==> src/rtl/ddr_arb_pkg.sv <==
// Shared constants for the DDR2 request arbiter: MIG command encodings and a
// constant-evaluable ceil(log2) helper used for parameter-derived widths.
package ddr_arb_pkg;

  localparam int CMD_W = 3;

  localparam logic [CMD_W-1:0] DDR_CMD_WRITE = 3'b000;
  localparam logic [CMD_W-1:0] DDR_CMD_READ  = 3'b001;

  // ceil(log2(value)); returns 0 for value <= 1
  function automatic int clog2(input int value);
    int r;
    r = 0;
    while ((1 << r) < value) r++;
    return r;
  endfunction

endpackage

==> src/rtl/ddr_arb_tag_fifo.sv <==
// Synchronous FIFO of client IDs, one entry per outstanding read command.
// DEPTH must be a power of two so the pointers wrap naturally.
module ddr_arb_tag_fifo
  import ddr_arb_pkg::*;
#(
  parameter int DEPTH = 8,
  parameter int ID_W  = 2
) (
  input  logic                   clk,
  input  logic                   rst_n,
  input  logic                   push,
  input  logic [ID_W-1:0]        push_id,
  input  logic                   pop,
  output logic [ID_W-1:0]        head_id,
  output logic                   empty,
  output logic                   full,
  output logic [clog2(DEPTH):0]  count
);

  localparam int AW = clog2(DEPTH);
  localparam int CW = AW + 1;

  logic [ID_W-1:0] mem [DEPTH];
  logic [AW-1:0]   wr_ptr;
  logic [AW-1:0]   rd_ptr;
  logic            do_push;
  logic            do_pop;

  assign empty   = (count == '0);
  assign full    = (count == CW'(DEPTH));
  assign do_push = push & ~full;
  assign do_pop  = pop & ~empty;
  assign head_id = mem[rd_ptr];

  always_ff @(posedge clk or negedge rst_n) begin
    if (!rst_n) begin
      wr_ptr <= '0;
      rd_ptr <= '0;
      count  <= '0;
    end else begin
      if (do_push) wr_ptr <= wr_ptr + 1'b1;
      if (do_pop)  rd_ptr <= rd_ptr + 1'b1;
      case ({do_push, do_pop})
        2'b10:   count <= count + 1'b1;
        2'b01:   count <= count - 1'b1;
        default: count <= count;
      endcase
    end
  end

  // Storage needs no reset: entries are only read once the count says valid.
  always_ff @(posedge clk) begin
    if (do_push) mem[wr_ptr] <= push_id;
  end

endmodule

==> src/rtl/ddr_req_arbiter.sv <==
// N-client arbiter in front of the MIG af/wdf/rdf FIFOs with read tagging.
// Define DDR_ARB_FIXED_PRIO_EN for fixed lowest-index priority instead of round-robin.
module ddr_req_arbiter
  import ddr_arb_pkg::*;
#(
  parameter int NUM_CLIENTS = 4,
  parameter int ADDR_W      = 31,
  parameter int DATA_W      = 128,
  parameter int MASK_W      = 16,
  parameter int WR_BEATS    = 2,
  parameter int RD_BEATS    = 2,
  parameter int TAG_DEPTH   = 8
) (
  input  logic                          clk,
  input  logic                          rst_n,
  input  logic [NUM_CLIENTS-1:0]        cl_af_wr_en,
  input  logic [NUM_CLIENTS*CMD_W-1:0]  cl_af_cmd_din,
  input  logic [NUM_CLIENTS*ADDR_W-1:0] cl_af_addr_din,
  output logic [NUM_CLIENTS-1:0]        cl_af_full,
  input  logic [NUM_CLIENTS-1:0]        cl_wdf_wr_en,
  input  logic [NUM_CLIENTS*DATA_W-1:0] cl_wdf_din,
  input  logic [NUM_CLIENTS*MASK_W-1:0] cl_wdf_mask_din,
  output logic [NUM_CLIENTS-1:0]        cl_wdf_full,
  input  logic [NUM_CLIENTS-1:0]        cl_rdf_rd_en,
  output logic [NUM_CLIENTS-1:0]        cl_rdf_valid,
  input  logic                          af_full,
  input  logic                          wdf_full,
  input  logic                          rdf_valid,
  output logic                          af_wr_en,
  output logic [CMD_W-1:0]              af_cmd_din,
  output logic [ADDR_W-1:0]             af_addr_din,
  output logic                          wdf_wr_en,
  output logic [DATA_W-1:0]             wdf_din,
  output logic [MASK_W-1:0]             wdf_mask_din,
  output logic                          rdf_rd_en,
  output logic [clog2(TAG_DEPTH):0]     tag_count,
  output logic                          orphan_err,
  output logic [0:0]                    arb_state
);

  // Handshake: a push (af/wdf) or pop (rdf) transfers on any cycle where the
  // enable is high and the matching full is low (valid is high for rdf); the
  // client must hold its enable and payload stable until that cycle.

  localparam int ID_W = clog2(NUM_CLIENTS);
  localparam int WBW  = clog2(WR_BEATS + 1);
  localparam int RBW  = clog2(RD_BEATS + 1);

  localparam logic [0:0] ST_IDLE  = 1'b0;
  localparam logic [0:0] ST_GRANT = 1'b1;

  logic [0:0]      state;
  logic [ID_W-1:0] grant;
  logic [ID_W-1:0] sel;
  logic            cmd_done;
  logic [WBW-1:0]  wbeats;
  logic [WBW-1:0]  wbeats_nxt;
  logic [RBW-1:0]  rbeats;

  logic              g_af_wr_en;
  logic [CMD_W-1:0]  g_cmd;
  logic [ADDR_W-1:0] g_addr;
  logic              g_wdf_wr_en;
  logic [DATA_W-1:0] g_data;
  logic [MASK_W-1:0] g_mask;

  logic              in_grant;
  logic              wbeats_full;
  logic              cmd_acc;
  logic              wdf_acc;
  logic              is_read;
  logic              rd_issue;
  logic              wr_done;
  logic              arb_go;

  logic [ID_W-1:0]   tag_head;
  logic              tag_empty;
  logic              tag_full;
  logic              tag_pop;
  logic              head_rd_en;
  logic              beat_pop;

  assign arb_state = state;
  assign in_grant  = (state == ST_GRANT);

  // Pick out the current grantee's request fields.
  always_comb begin
    g_af_wr_en  = 1'b0;
    g_cmd       = '0;
    g_addr      = '0;
    g_wdf_wr_en = 1'b0;
    g_data      = '0;
    g_mask      = '0;
    for (int i = 0; i < NUM_CLIENTS; i++) begin
      if (grant == ID_W'(i)) begin
        g_af_wr_en  = cl_af_wr_en[i];
        g_cmd       = cl_af_cmd_din[i*CMD_W +: CMD_W];
        g_addr      = cl_af_addr_din[i*ADDR_W +: ADDR_W];
        g_wdf_wr_en = cl_wdf_wr_en[i];
        g_data      = cl_wdf_din[i*DATA_W +: DATA_W];
        g_mask      = cl_wdf_mask_din[i*MASK_W +: MASK_W];
      end
    end
  end

`ifdef DDR_ARB_FIXED_PRIO_EN
  always_comb begin
    sel = '0;
    for (int i = NUM_CLIENTS - 1; i >= 0; i--) begin
      if (cl_af_wr_en[i]) sel = ID_W'(i);
    end
  end
`else
  logic [ID_W-1:0] last_grant;

  // Lowest requester overall is the wrap-around fallback; the lowest one
  // above the last grantee overrides it.
  always_comb begin
    sel = '0;
    for (int i = NUM_CLIENTS - 1; i >= 0; i--) begin
      if (cl_af_wr_en[i]) sel = ID_W'(i);
    end
    for (int i = NUM_CLIENTS - 1; i >= 0; i--) begin
      if (cl_af_wr_en[i] && (i > int'(last_grant))) sel = ID_W'(i);
    end
  end

  always_ff @(posedge clk or negedge rst_n) begin
    if (!rst_n) begin
      last_grant <= ID_W'(NUM_CLIENTS - 1);
    end else if (arb_go) begin
      last_grant <= sel;
    end
  end
`endif

  assign wbeats_full = (wbeats == WBW'(WR_BEATS));
  assign af_wr_en    = in_grant & g_af_wr_en & ~cmd_done;
  assign af_cmd_din  = g_cmd;
  assign af_addr_din = g_addr;
  assign wdf_wr_en   = in_grant & g_wdf_wr_en & ~wbeats_full;
  assign wdf_din     = g_data;
  assign wdf_mask_din = g_mask;

  assign cmd_acc    = af_wr_en & ~af_full;
  assign wdf_acc    = wdf_wr_en & ~wdf_full;
  assign is_read    = (g_cmd == DDR_CMD_READ);
  assign rd_issue   = cmd_acc & is_read;
  assign wbeats_nxt = wbeats + WBW'(wdf_acc);
  // Data beats may land before, with or after the command.
  assign wr_done    = (cmd_done | (cmd_acc & ~is_read)) & (wbeats_nxt == WBW'(WR_BEATS));
  assign arb_go     = (state == ST_IDLE) & (|cl_af_wr_en) & ~tag_full;

  always_comb begin
    cl_af_full  = '1;
    cl_wdf_full = '1;
    for (int i = 0; i < NUM_CLIENTS; i++) begin
      if (in_grant && (grant == ID_W'(i))) begin
        cl_af_full[i]  = af_full | cmd_done;
        cl_wdf_full[i] = wdf_full | wbeats_full;
      end
    end
  end

  always_ff @(posedge clk or negedge rst_n) begin
    if (!rst_n) begin
      state    <= ST_IDLE;
      grant    <= '0;
      cmd_done <= 1'b0;
      wbeats   <= '0;
    end else begin
      case (state)
        ST_IDLE: begin
          if (arb_go) begin
            grant <= sel;
            state <= ST_GRANT;
          end
        end
        ST_GRANT: begin
          if (wdf_acc) wbeats <= wbeats_nxt;
          if (cmd_acc && !is_read) cmd_done <= 1'b1;
          if (rd_issue || wr_done) begin
            state    <= ST_IDLE;
            cmd_done <= 1'b0;
            wbeats   <= '0;
          end
        end
        default: state <= ST_IDLE;
      endcase
    end
  end

  // Read return path: the head tag owns the rdf until RD_BEATS beats pop.
  always_comb begin
    cl_rdf_valid = '0;
    head_rd_en   = 1'b0;
    for (int i = 0; i < NUM_CLIENTS; i++) begin
      if (tag_head == ID_W'(i)) begin
        cl_rdf_valid[i] = rdf_valid & ~tag_empty;
        head_rd_en      = cl_rdf_rd_en[i];
      end
    end
    rdf_rd_en = tag_empty ? rdf_valid : (head_rd_en & rdf_valid);
  end

  assign beat_pop = rdf_rd_en & ~tag_empty;
  assign tag_pop  = beat_pop & (rbeats == RBW'(RD_BEATS - 1));

  always_ff @(posedge clk or negedge rst_n) begin
    if (!rst_n) begin
      rbeats     <= '0;
      orphan_err <= 1'b0;
    end else begin
      if (beat_pop) rbeats <= tag_pop ? '0 : rbeats + 1'b1;
      if (rdf_valid && tag_empty) orphan_err <= 1'b1;
    end
  end

  ddr_arb_tag_fifo #(
    .DEPTH (TAG_DEPTH),
    .ID_W  (ID_W)
  ) u_tag_fifo (
    .clk     (clk),
    .rst_n   (rst_n),
    .push    (rd_issue),
    .push_id (grant),
    .pop     (tag_pop),
    .head_id (tag_head),
    .empty   (tag_empty),
    .full    (tag_full),
    .count   (tag_count)
  );

endmodule

==> config.mk <==
export PLATFORM = sky130hd
export DESIGN_NAME = ddr_req_arbiter
export DESIGN_NICKNAME = d
export VERILOG_FILES = /design/src/rtl/ddr_arb_pkg.sv /design/src/rtl/ddr_arb_tag_fifo.sv /design/src/rtl/ddr_req_arbiter.sv
export SDC_FILE = /design/constraint.sdc
export NUM_CORES = 1
export LEC_CHECK = 0
export ABC_AREA = 1
export ABC_CLOCK_PERIOD_IN_PS = 3760
export CAP_MARGIN = 20
export CORE_AREA = 5 5 356 358
export DETAILED_ROUTE_END_ITERATION = 12
export DIE_AREA = 0 0 361 363
export PLACE_DENSITY = 0.3
export SLEW_MARGIN = 20
export SYNTH_ARGS = -nofsm -noshare
export SYNTH_HDL_FRONTEND = slang
export SYNTH_SLANG_ARGS = --single-unit
==> constraint.sdc <==
create_clock -name clk -period 3.76 [get_ports clk]
set_input_delay 0.94 -clock clk [delete_from_list [all_inputs] [get_ports clk]]
set_output_delay 0.94 -clock clk [all_outputs]
set_load 0.01 [all_outputs]
==> results of run 1 <==
[worst max-delay path, stage by stage, from the launching register on]
cell             delay [ns]
dfrtp_1                0.46
buf_4                  0.23
nor2_4                 0.25
buf_6                  0.21
buf_16                 0.22
buf_4                  0.19
nand2_1                0.06
nand4_1                0.12
clkdlybuf4s50_1        0.58
[state kept, by name (all words and copies together), names as in the netlist]
name,flops
u_tag_fifo.wr_ptr,3
grant,2
wbeats,2
u_tag_fifo.rd_ptr,3
rbeats,2
last_grant,2
u_tag_fifo.mem,16
orphan_err,1
u_tag_fifo.count,4
arb_state,1
cmd_done,1
[stage by stage]
stage	total power (W)	utilization, %
after global placement	0.0135	14.9
after floorplan	0.00453	-
after global routing	0.0143	15.1
after CTS	0.0139	15.0
final	0.0135	15.1
after detailed placement	0.0134	14.9
[cell usage in the layout (no fill, tap or decap), types with 16 or more instances in the layout]
cell type	count
nand2_1	785
dfrtp_1	18
nand4_1	180
clkdlybuf4s50_1	873
diode_2	26
nor2_1	17
inv_1	53
buf_12	55
nand3_1	39
buf_4	62
edfxtp_1	16
[per-layer routing]
| metal | track usage (%) | vias to the layer above |
|---|---|---|
| met3 | 6.00 | 235 |
| li1 | - | 5968 |
| met5 | 0 | - |
| met2 | 32.0 | 750 |
| met1 | 15.6 | 5915 |
| met4 | 3.64 | 50 |
[path summary, 6_finish.rpt]
kind                             from                  end  slack [ns]
max reg2reg                  grant[0]  u_tag_fifo.count[3]        0.53
min                        orphan_err           orphan_err        0.47
min reg2reg                orphan_err           orphan_err        0.47
max in group asynchronous       rst_n        last_grant[1]        2.42
min in group asynchronous       rst_n           orphan_err        1.03
max                          grant[1]      af_addr_din[11]        0.16
[cell type report]
type,instances,share of cell area (%)
repair buffers,992,55.5
multi-input cells,1077,25.7
well taps,1637,11.0
flip-flops and latches,37,5.42
inverters,59,1.26
clock buffers,6,0.692
diodes,26,0.349
clock inverters,2,0.0538
[power breakdown]
group | leakage (nW) | total (W) | switching [W] | internal (W)
Combinational | 6.56 | 0.0124 | 0.00707 | 0.00537
Clock | 0.0708 | 0.000407 | 0.000163 | 0.000243
Sequential | 0.389 | 0.000686 | 0.000135 | 0.000551
[what timing repair did]
action,in CTS,in global routing
gates resized for setup,0,7
setup endpoints to repair,0,10
setup buffers,0,3
hold endpoints to repair,0,0
[logic make-up (layout without fill, tap and decap cells)]
| family | after synthesis | after routing | share of synthesized area, % |
|---|---|---|---|
| AO/OA/AOI/OAI | 17 | 17 | 1.59 |
| XOR/XNOR | 6 | 6 | 0.834 |
| adder cells (fa/ha/maj) | 7 | 7 | 1.51 |
| buffers and inverters | 139 | 1059 | 8.48 |
| flip-flops | 37 | 37 | 16.0 |
| other | 0 | 26 | 0 |
| AND/OR/NAND/NOR | 1047 | 1047 | 71.6 |
==> results.py, run 1 <==
metrics = {
    "floorplan": {
        "start_util_pct": 5.12,
        "num_rows": 129,
        "core_area_sq_um": 123000,
        "dieArea_sq_um": 131000,
        "die-height_microns": 363,
        "io_pins": 928,
        "die_x_microns": 361,
    },
    "placement": {
        "dp.cells": 3799,
        "placed_cell_area_sq_um": 18400,
        "place_hpwl_microns": 103000,
        "post-place-ws_ns": 0.0199,
        "gp_congestion": 0.859,
        "io_buffers": 927,
    },
    "clock_tree": {
        "cts_tree": "built",
        "cts_buffers": 5,
        "clk_latency_ns": 0.28,
        "clk_path_buf_depth": 2,
        "clkTransAtPathRegs_ns": 0.06,
        "clock-sinks": 37,
        "cts_root_buffer": "clkbuf_16",
        "htree_levels": 2,
        "hold_buffers": 0,
    },
    "worst_setup_path": {
        "crit_arrival_ns": 2.66,
        "cp-start-kind": "flip-flop",
        "crit_path_end_kind": "output pin",
        "crit_fanout": 39,
        "crit_type": "flip-flop to output pin",
        "critPathRequiredTime_ns": 2.82,
        "r2r_cells": 18,
    },
    "route": {
        "top_layer": "met5",
        "wl_met2_microns": 60900,
        "dr.pass1.iters": 5,
        "wl_per_cell_microns": 29.3,
        "drt.antenna.violating_nets": 0,
        "drc": 0,
        "wirelength_microns": 112000,
        "detail_route.iter0.violations": 733,
        "wl_met3_microns": 10000,
        "viasPerCell": 3.37,
        "met1_length_microns": 37500,
        "vias": 12918,
    },
    "sta": {
        "rsz0062_at_grt": "no",
        "period_share_pct": 95.8,
        "whs_ns": 0.466,
        "max_slew_margin_pct": 68.8,
        "worst_pin_slew_ns": 0.462,
        "hold_viol_final": 0,
        "finClkSkew_ns": 0.00375,
        "timing.fmax_ghz": 0.278,
        "post-route-min-period_ns": 3.60,
        "report.final.slew_viol_count": 0,
        "setup_viol": 0,
        "setup_slack_ns": 0.157,
        "setup_tns_ns": 0,
    },
    "cells_and_area": {
        "final_area_sq_um": 18600,
        "drive_gt1_share_pct": 6.95,
        "regArea_sq_um": 1010,
        "fill_cells": 14328,
        "syn2layout_area_growth_pct": 196,
        "nets": 2908,
        "multi_input_area_sq_um": 4780,
        "layout.cells.non_filler": 3836,
    },
    "synthesis": {
        "ys_ff_latch": 37,
        "yosys-top-cells-count": "nand2_1 (788), nand4_1 (180), clkbuf_1 (60), inv_1 (53), nand3_1 (39)",
        "synth_area_leaders": "nand2_1 (47%), nand4_1 (18%), edfxtp_1 (7.6%)",
        "synthesis.area_sq_um": 6300,
        "synthFlopType": "dfrtp_1",
        "syn_inst": 1253,
        "synth-async-reset-ratio_pct": 56.8,
        "yosysMostFrequentCell": "nand2_1",
        "yosysWarnings": 0,
        "yosysTopAreaCellShare_pct": 47.0,
        "avgSynthCellArea_sq_um": 5.03,
        "synth_edf_count": 16,
        "seq_area_frac_synth_pct": 16.0,
        "yosys.area.top_type": "nand2_1",
        "netlist-cell-type-count": 33,
        "syn_nets": 1989,
    },
    "global_routing": {
        "grt_pass1_vias": 13363,
        "grt_start_max_net_pins": 46,
        "grt_first_pass_wirelength_microns": 140000,
        "overflow": 0,
        "antenna_found_initial": 145,
        "grt_usage_pct": 16.1,
    },
    "min_path": {
        "hp-class": "flip-flop to flip-flop",
        "holdPathStages": 2,
    },
    "power_and_ir_drop": {
        "leakage_nw": 7.02,
        "p_per_area_nw_per_um2": 727,
        "ir_worst_vdd_mv": 0.304,
    },
    "flow_run": {
        "drv_cap": 0,
    },
    "outcome": {
        "outcome": "complete, no violations",
    },
}
(Power assumes the default switching activity.)
==> run 2, diff against run 1 <==
--- a/config.mk
+++ b/config.mk
@@ -9,6 +9,7 @@
 export ABC_CLOCK_PERIOD_IN_PS = 3760
 export CAP_MARGIN = 20
 export CORE_AREA = 5 5 356 358
+export CTS_BUF_LIST = sky130_fd_sc_hd__clkbuf_8
 export DETAILED_ROUTE_END_ITERATION = 12
 export DIE_AREA = 0 0 361 363
 export PLACE_DENSITY = 0.3
==> results.py, run 2 (synthesis gave the netlist of run 1 again) <==
metrics = {
    "outcome": {
        "outcome": "complete, no violations",
    },
    "global_routing": {
        "grt_use_met3_pct": 5.94,
        "antenna_found_initial": 144,
        "grt_first_pass_wirelength_microns": 140000,
        "grt_usage_pct": 16.1,
        "top_usage_layer": "met2",
        "grt_util_met1_pct": 15.7,
        "grt_pass1_vias": 13365,
        "overflow": 0,
        "use_met2_pct": 32.0,
        "grt_start_max_net_pins": 46,
    },
    "sta": {
        "post-route-min-period_ns": 3.62,
        "finClkSkew_ns": 0.00641,
        "whs_ns": 0.469,
        "hold_viol_final": 0,
        "rsz0062_at_grt": "no",
        "period_share_pct": 96.4,
        "setup_slack_ns": 0.136,
        "report.final.slew_viol_count": 0,
        "max_slew_margin_pct": 67.7,
        "timing.fmax_ghz": 0.276,
        "setup_tns_ns": 0,
        "worst_pin_slew_ns": 0.478,
        "setup_viol": 0,
    },
    "worst_setup_path": {
        "cpPeakStageDelay_ns": 0.58,
        "crit_arrival_ns": 2.68,
        "cp_num_buf_inv": 5,
        "crit_top_cell": "buf_4",
        "cp_num_cells": 8,
        "cp_top_family": "buffers and inverters",
        "r2r_setup_slack_ns": 0.51,
        "slowest_stage": "clkdlybuf4s50_1",
        "r2r_start": "grant[1]",
        "critPathRequiredTime_ns": 2.82,
        "cp-start-kind": "flip-flop",
        "crit_path_cell_trace": "buf_4 -> nor2_4 -> buf_6 -> buf_16 -> buf_4 -> nand2_1 -> nand4_1 -> clkdlybuf4s50_1",
        "endpoint": "af_addr_din[11]",
        "r2r_cells": 18,
        "timing.rr.end": "u_tag_fifo.count[3]",
        "crit_start": "grant[1]",
        "crit_path_end_kind": "output pin",
        "crit_fanout": 39,
        "crit_type": "flip-flop to output pin",
    },
    "clock_tree": {
        "clk_path_buf_depth": 2,
        "htree_levels": 2,
        "clkTransAtPathRegs_ns": 0.08,
        "cts_root_buffer": "clkbuf_8",
        "clk_latency_ns": 0.29,
        "clock-sinks": 37,
        "cts_tree": "built",
        "cts_buffers": 5,
    },
    "floorplan": {
        "die_x_microns": 361,
        "io_pins": 928,
        "dieArea_sq_um": 131000,
        "core_area_sq_um": 123000,
        "num_rows": 129,
        "start_util_pct": 5.12,
        "die-height_microns": 363,
    },
    "power_and_ir_drop": {
        "leakage_nw": 6.99,
        "ir_worst_vdd_mv": 0.305,
        "pwr-share-seq_pct": 5.1,
        "p_clk_share_pct": 2.0,
        "switching_share_pct": 54.9,
        "power_w": 0.0134,
        "power_switching_w": 0.00736,
        "p_per_area_nw_per_um2": 721,
        "pwr-share-comb_pct": 92.8,
        "internal_power_w": 0.00605,
    },
    "route": {
        "viasPerCell": 3.34,
        "vias": 12865,
        "drt.antenna.violating_nets": 0,
        "wl_per_cell_microns": 29.2,
        "drc": 0,
        "dr.pass1.iters": 5,
        "wirelength_microns": 112000,
        "detail_route.iter0.violations": 748,
    },
    "cells_and_area": {
        "reg_top3": "u_tag_fifo.mem: 16 flops, u_tag_fifo.count: 4 flops",
        "syn2layout_area_growth_pct": 195,
        "final_util_pct": 15.1,
        "nets": 2908,
        "largest_register": "u_tag_fifo.mem",
        "largest_reg_flops": 16,
        "final_common_cell": "clkdlybuf4s50_1",
        "layout_common_cells": "clkdlybuf4s50_1 (873), nand2_1 (785), nand4_1 (180)",
        "drive_gt1_share_pct": 6.95,
    },
    "placement": {
        "io_buffers": 927,
        "post-place-ws_ns": 0.0199,
        "place_hpwl_microns": 103000,
        "gp_congestion": 0.859,
    },
    "min_path": {
        "min_from": "orphan_err",
        "hp-class": "flip-flop to flip-flop",
    },
    "flow_run": {
        "drv_cap": 0,
    },
}
-- run 2: cell count changes in the layout (fill, tap and decap cells not counted) --
cell	change
clkbuf_8	+5
diode_2	+11
inv_1	+1
clkbuf_1	-1
clkbuf_16	-5
-- run 2: metrics by stage --
stage               area [sq um]  instances
global route               18500       3814
CTS                        18500       3807
finish                     18600       3847
detailed placement         18400       3799
floorplan                   6300       1253
global placement           18400       3799
-- run 2: cell type report --
cell class / count / area (sq um)
Antenna cell: 37 / 92.6
Clock buffer: 5 / 68.8
Clock inverter: 3 / 13.8
Fill cell: 14324 / 104000
Inverter: 59 / 234
Multi-Input combinational cell: 1077 / 4780
Sequential cell: 37 / 1010
Tap cell: 1637 / 2050
Timing Repair Buffer: 992 / 10300
-- run 2: power groups by stage --
stage | combinational, W | clock (W) | sequential (W)
floorplan | 0.00388 | 0 | 0.000649
global placement | 0.0128 | 0 | 0.000695
detailed placement | 0.0127 | 0 | 0.000691
CTS | 0.0128 | 0.000294 | 0.000684
global route | 0.0132 | 0.000306 | 0.000703
finish | 0.0125 | 0.000275 | 0.000684
-- run 2: how the worst min path moves through the flow --
stage / to / cells past startpoint
6_report: orphan_err / 2
4_1_cts: orphan_err / 2
3_5_place_dp: orphan_err / 2
5_1_grt: rbeats[1] / 2
3_3_place_gp: rbeats[1] / 2
2_1_floorplan: rbeats[1] / 2
-- run 2: worst min-delay path: stages, from the launching register on --
cell and delay [ns]:
dfrtp_1 0.35, inv_1 0.04, nand2_1 0.05
-- run 2: metal layers --
| metal | vias up | routed length [microns] |
|---|---|---|
| met5 | - | 314 |
| met4 | 48 | 3690 |
| li1 | 5980 | - |
| met3 | 215 | 9870 |
| met1 | 5891 | 37600 |
| met2 | 731 | 60900 |
-- run 2: timing repair --
action | CTS | global route
hold buffers | 0 | 0
endpoints found under the hold margin | 0 | 0
setup endpoints to repair | 0 | 24
buffers inserted | 0 | 3
gates resized for setup | 0 | 7
